File: src/rtl/debounce_bank.sv
// Multi-channel push-button conditioner: synchronise, debounce symmetrically, and emit
// one-cycle press/release/long-press pulses per channel.
module debounce_bank #(
  parameter int unsigned CHANNELS      = 4,
  parameter int unsigned STABLE_CYCLES = 10,
  parameter int unsigned HOLD_CYCLES   = 1000,
  parameter int unsigned ACTIVE_LOW_IN = 0
) (
  input  logic                clk,
  input  logic                rst_n,
  input  logic [CHANNELS-1:0] btn_raw,
  output logic [CHANNELS-1:0] btn_level,
  output logic [CHANNELS-1:0] btn_press,
  output logic [CHANNELS-1:0] btn_release,
  output logic [CHANNELS-1:0] btn_long
);

  localparam int unsigned     CntW   = $clog2(STABLE_CYCLES);
  localparam logic [CntW-1:0] CntMax = CntW'(STABLE_CYCLES - 1);
  localparam logic            InvIn  = (ACTIVE_LOW_IN != 0);

  logic [CHANNELS-1:0]           sync1_q, sync2_q;
  logic [CHANNELS-1:0]           level_q, level_d;
  logic [CHANNELS-1:0]           press_q, release_q;
  logic [CHANNELS-1:0][CntW-1:0] cnt_q, cnt_d;

  always_ff @(posedge clk or negedge rst_n) begin
    if (!rst_n) begin
      sync1_q <= '0;
      sync2_q <= '0;
    end else begin
      sync1_q <= btn_raw ^ {CHANNELS{InvIn}};
      sync2_q <= sync1_q;
    end
  end

  // Any sample matching the current level restarts the stability count.
  always_comb begin
    level_d = level_q;
    cnt_d   = '0;
    for (int unsigned i = 0; i < CHANNELS; i++) begin
      if (sync2_q[i] != level_q[i]) begin
        if (cnt_q[i] == CntMax) begin
          level_d[i] = sync2_q[i];
        end else begin
          cnt_d[i] = cnt_q[i] + 1'b1;
        end
      end
    end
  end

  always_ff @(posedge clk or negedge rst_n) begin
    if (!rst_n) begin
      level_q   <= '0;
      cnt_q     <= '0;
      press_q   <= '0;
      release_q <= '0;
    end else begin
      level_q   <= level_d;
      cnt_q     <= cnt_d;
      press_q   <= level_d & ~level_q;
      release_q <= ~level_d & level_q;
    end
  end

  assign btn_level   = level_q;
  assign btn_press   = press_q;
  assign btn_release = release_q;

  if (HOLD_CYCLES == 0) begin : g_no_hold
    assign btn_long = '0;
  end else begin : g_hold
    localparam int unsigned      HoldW   = $clog2(HOLD_CYCLES + 1);
    localparam logic [HoldW-1:0] HoldMax = HoldW'(HOLD_CYCLES);

    logic [CHANNELS-1:0][HoldW-1:0] hold_q, hold_d;
    logic [CHANNELS-1:0]            long_q, long_d;

    // Count only while the level stays high; a release on the reaching edge suppresses the pulse.
    always_comb begin
      hold_d = '0;
      long_d = '0;
      for (int unsigned i = 0; i < CHANNELS; i++) begin
        if (level_q[i] && level_d[i]) begin
          hold_d[i] = (hold_q[i] == HoldMax) ? HoldMax : hold_q[i] + 1'b1;
          long_d[i] = (hold_q[i] == HoldMax - 1'b1);
        end
      end
    end

    always_ff @(posedge clk or negedge rst_n) begin
      if (!rst_n) begin
        hold_q <= '0;
        long_q <= '0;
      end else begin
        hold_q <= hold_d;
        long_q <= long_d;
      end
    end

    assign btn_long = long_q;
  end

endmodule
File: config.mk
export PLATFORM = sky130hd
export DESIGN_NAME = debounce_bank
export DESIGN_NICKNAME = d
export VERILOG_FILES = /design/src/rtl/debounce_bank.sv
export SDC_FILE = /design/constraint.sdc
export NUM_CORES = 1
export LEC_CHECK = 0
export ABC_CLOCK_PERIOD_IN_PS = 4350
export BUFFER_PORTS_ARGS = -buffer_cell sky130_fd_sc_hd__buf_2
export CORE_AREA = 2 2 78 80
export DETAILED_ROUTE_END_ITERATION = 16
export DIE_AREA = 0 0 80 82
export MAX_ROUTING_LAYER = met4
export PLACE_DENSITY = 0.82
export SETUP_SLACK_MARGIN = 0.3
export SLEW_MARGIN = 20
export SYNTH_ARGS = -nofsm -noshare
export SYNTH_HDL_FRONTEND = slang
export SYNTH_SLANG_ARGS = --single-unit
File: constraint.sdc
create_clock -name clk -period 4.35 [get_ports clk]
set_clock_uncertainty 0.15 [all_clocks]
set_input_delay 0.6525 -clock clk [delete_from_list [all_inputs] [get_ports clk]]
set_output_delay 0.6525 -clock clk [all_outputs]
set_load 0.02 [all_outputs]
==> impl_metrics.json <==
{
  "postLayoutCellArea_um2": 3940,
  "layout-drive-gt1-share": 0.126,
  "grt_setup_unrepaired": "no",
  "postLayoutCoreUtil": 0.686,
  "max_slew_margin": 0.357,
  "grt.total_usage": 0.204,
  "synth-seq-area-share": 0.563,
  "syn_area_um2": 3550,
  "cts_setup_buffers": 0,
  "cts_repair_resize_count": 0,
  "achievable_clock_frequency_ghz": 0.526,
  "standard_cell_rows": 28,
  "max_cap_viol_count": 0,
  "area_growth_from_synthesis_to_layout_pct": 10.8,
  "yosys_warnings": 0,
  "r2r.worst_path.cells": 5,
  "most_frequent_cells_after_synthesis": "80 x sky130_fd_sc_hd__dfrtp_1, 24 x sky130_fd_sc_hd__a21oi_1, 21 x sky130_fd_sc_hd__inv_1, 21 x sky130_fd_sc_hd__nor2_1",
  "yosysUniqueCellTypes": 29,
  "detailed_route_iter0_violations": 202,
  "clkSlewWorstSetupHoldPaths_ns": 0.08,
  "worst_ep_arrival_time_ns": 1.94,
  "regToRegEndpoint": "btn_long[0]",
  "pleak_nw": 1.65,
  "postPlaceCellArea_um2": 3730,
  "grt.overflow.total": 0,
  "post-route-min-period_ns": 1.90,
  "die_w_um": 80,
  "1st_pass_router_iterations": 4,
  "cts.sink_count": 80,
  "grt_first_pass_wirelength_um": 9940,
  "clock-root-buffer": "sky130_fd_sc_hd__clkbuf_8",
  "io_buffer_count": 21,
  "ant_nets": 0,
  "worst_ep_required_time_ns": 4.39,
  "yosys.cell_count.top_type": "sky130_fd_sc_hd__dfrtp_1",
  "crit_type": "flip-flop to flip-flop",
  "cts_max_path_buffers": 2,
  "postCtsHoldBufs": 0,
  "vdd_ir_drop_max_mv": 0.303,
  "layout_worst_path_cycle_share": 0.437,
  "dominantRegCellSynth": "sky130_fd_sc_hd__dfrtp_1",
  "tightest_slew_ns": 0.964,
  "place.detailed.hpwl_um": 3880,
  "total_cts_buffers": 9,
  "setup.worst_path.end_class": "flip-flop",
  "async_flop_share": 1.00,
  "synth_area_leaders": "sky130_fd_sc_hd__dfrtp_1 56%, sky130_fd_sc_hd__ha_1 5.6%, sky130_fd_sc_hd__xor2_1 3.7%, sky130_fd_sc_hd__a21oi_1 3.4%, sky130_fd_sc_hd__nor3b_1 2.5%",
  "n_antenna_cell": 0,
  "h_tree_depth": 3,
  "worstHoldStart": "sync1_q[2]",
  "power.switching_fraction": 0.237,
  "p_sw_uw": 344,
  "floorplan.io_pins": 22,
  "placement.setup.worst_slack_ns": 2.13,
  "layout_setup_ws_ns": 2.45,
  "synth.avg_cell_area_um2": 10.9,
  "hold_viol_final": 0,
  "drcViolationCount": 0,
  "gp_congestion": 0.816,
  "worst-path-max-fanout": 11,
  "slew_viol_final": 0,
  "status": "completed",
  "worst-r2r-setup-slack_ns": 2.45,
  "initial_core_util": 0.619,
  "design.final.nets": 375,
  "synth_area_leader_cell": "sky130_fd_sc_hd__dfrtp_1",
  "syn_nets": 348,
  "ys_ff_latch": 80,
  "hold_path_class": "flip-flop to flip-flop",
  "wl_per_cell_um": 13.3,
  "power.internal_mw": 1.11,
  "netlist.area_leader.share": 0.563,
  "number_of_enable_flip_flop_cells_after_synthesis": 0,
  "post_synth_inst_count": 326,
  "antenna_found_initial": 0,
  "power.share.combinational": 0.064,
  "die_height_um": 82,
  "post_drt_via_cell_ratio": 5.74,
  "detailroute.via_count": 2484,
  "clock_network_fraction_of_total_power": 0.382,
  "via_count_of_the_first_global_routing_pass": 2313,
  "seq_power_share": 0.555,
  "num-fill-cells": 438,
  "clock_insertion_delay_worst_skew_ns": 0.35,
  "finalSetupViolations": 0,
  "timing.hold.worst_path_depth": 0,
  "pwr_density_cell_nw_per_um2": 368,
  "fin_setup_tns_ns": 0,
  "cts_tree": "yes",
  "grt_start_max_net_pins": 81,
  "worst_hold_path_endpoint": "sync2_q[2]",
  "setup.worst_path.start_class": "flip-flop",
  "die_area_um2": 6560,
  "critical_path.reg2reg.startpoint": "cnt_q[1]",
  "wl_um": 5770,
  "design.core.area_um2": 5750
}
routing by layer:
layer	share of wire	vias to the layer above	track usage
li1	-	1207	-
met1	0.47	1232	0.246
met2	0.49	34	0.330
met3	0.025	11	0.0396
met4	0.017	0	0.103
met5	0	-	-
placed cells by master, fill, tap and decap left out, types with 11 or more instances in the layout:
cell type and count:
sky130_fd_sc_hd__clkbuf_8 11, sky130_fd_sc_hd__dfrtp_1 80, sky130_fd_sc_hd__inv_1 21, sky130_fd_sc_hd__nand2_1 16, sky130_fd_sc_hd__nor2_1 21, sky130_fd_sc_hd__or3_1 11
sky130_fd_sc_hd__a21oi_1 24, sky130_fd_sc_hd__ha_1 16, sky130_fd_sc_hd__nor3_1 12, sky130_fd_sc_hd__or4_1 11, sky130_fd_sc_hd__o21ai_0 12, sky130_fd_sc_hd__nand3_1 16
sky130_fd_sc_hd__xor2_1 15, sky130_fd_sc_hd__nor3b_1 12, sky130_fd_sc_hd__buf_2 20
metrics by stage:
stage / total power [mW] / cells / hold WS (ns)
global route: 1.52 / 433 / 0.219
detailed placement: 0.913 / 417 / 0.186
global placement: 0.905 / 417 / 0.184
floorplan: 0.875 / 326 / 0.181
finish: 1.45 / 433 / 0.203
CTS: 1.47 / 433 / 0.204
critical path: stages (launching register included):
cell,delay [ns]
sky130_fd_sc_hd__dfrtp_1,0.40
sky130_fd_sc_hd__inv_1,0.06
sky130_fd_sc_hd__ha_1,0.13
sky130_fd_sc_hd__nand3b_1,0.18
sky130_fd_sc_hd__o21ai_1,0.68
sky130_fd_sc_hd__nor4_1,0.15
cell families (layout without fill, tap and decap cells):
kind of cell             after synthesis  count (layout)  synth area share
AND/OR/NAND/NOR                      128             128             0.207
flip-flops                            80              80             0.563
AO/OA/AOI/OAI                         52              52            0.0824
buffers and inverters                 26              58            0.0292
XOR/XNOR                              20              20            0.0493
adder cells (fa/ha/maj)               16              16            0.0563
multiplexers                           4               4            0.0127
how the worst max path moves through the flow:
| stage | endpoint | startpoint | slack (ns) | cells after the start |
|---|---|---|---|---|
| global placement | g_hold.hold_q[14] | cnt_q[5] | 2.20 | 5 |
| finish | btn_long[0] | cnt_q[1] | 2.45 | 5 |
| CTS | btn_long[0] | cnt_q[1] | 2.10 | 5 |
| global route | g_hold.hold_q[34] | cnt_q[13] | 2.28 | 5 |
| detailed placement | g_hold.hold_q[34] | cnt_q[13] | 2.13 | 5 |
| floorplan | g_hold.hold_q[38] | g_hold.hold_q[30] | 2.90 | 4 |
power by group through the flow:
stage	clock, mW	sequential, mW	combinational [mW]
floorplan	0	0.816	0.0593
global placement	0	0.815	0.0894
detailed placement	0	0.818	0.0943
CTS	0.566	0.804	0.0953
global route	0.594	0.809	0.113
finish	0.553	0.804	0.0923
flip-flops by register name, indices dropped and copies added, names as in the netlist:
name           count
sync1_q            4
sync2_q            4
cnt_q             16
btn_long           4
btn_release        4
btn_press          4
g_hold.hold_q     40
btn_level          4
cell type report:
| type | count | area [um^2] | area share |
|---|---|---|---|
| Sequential cell | 80 | 2000 | 0.508 |
| Multi-Input combinational cell | 220 | 1450 | 0.368 |
| Clock buffer | 12 | 155 | 0.0394 |
| Timing Repair Buffer | 21 | 108 | 0.0273 |
| Tap cell | 75 | 93.8 | 0.0238 |
| Inverter | 21 | 78.8 | 0.0200 |
| Clock inverter | 4 | 52.6 | 0.0133 |
No activity file was read; power rests on OpenSTA's default activity.
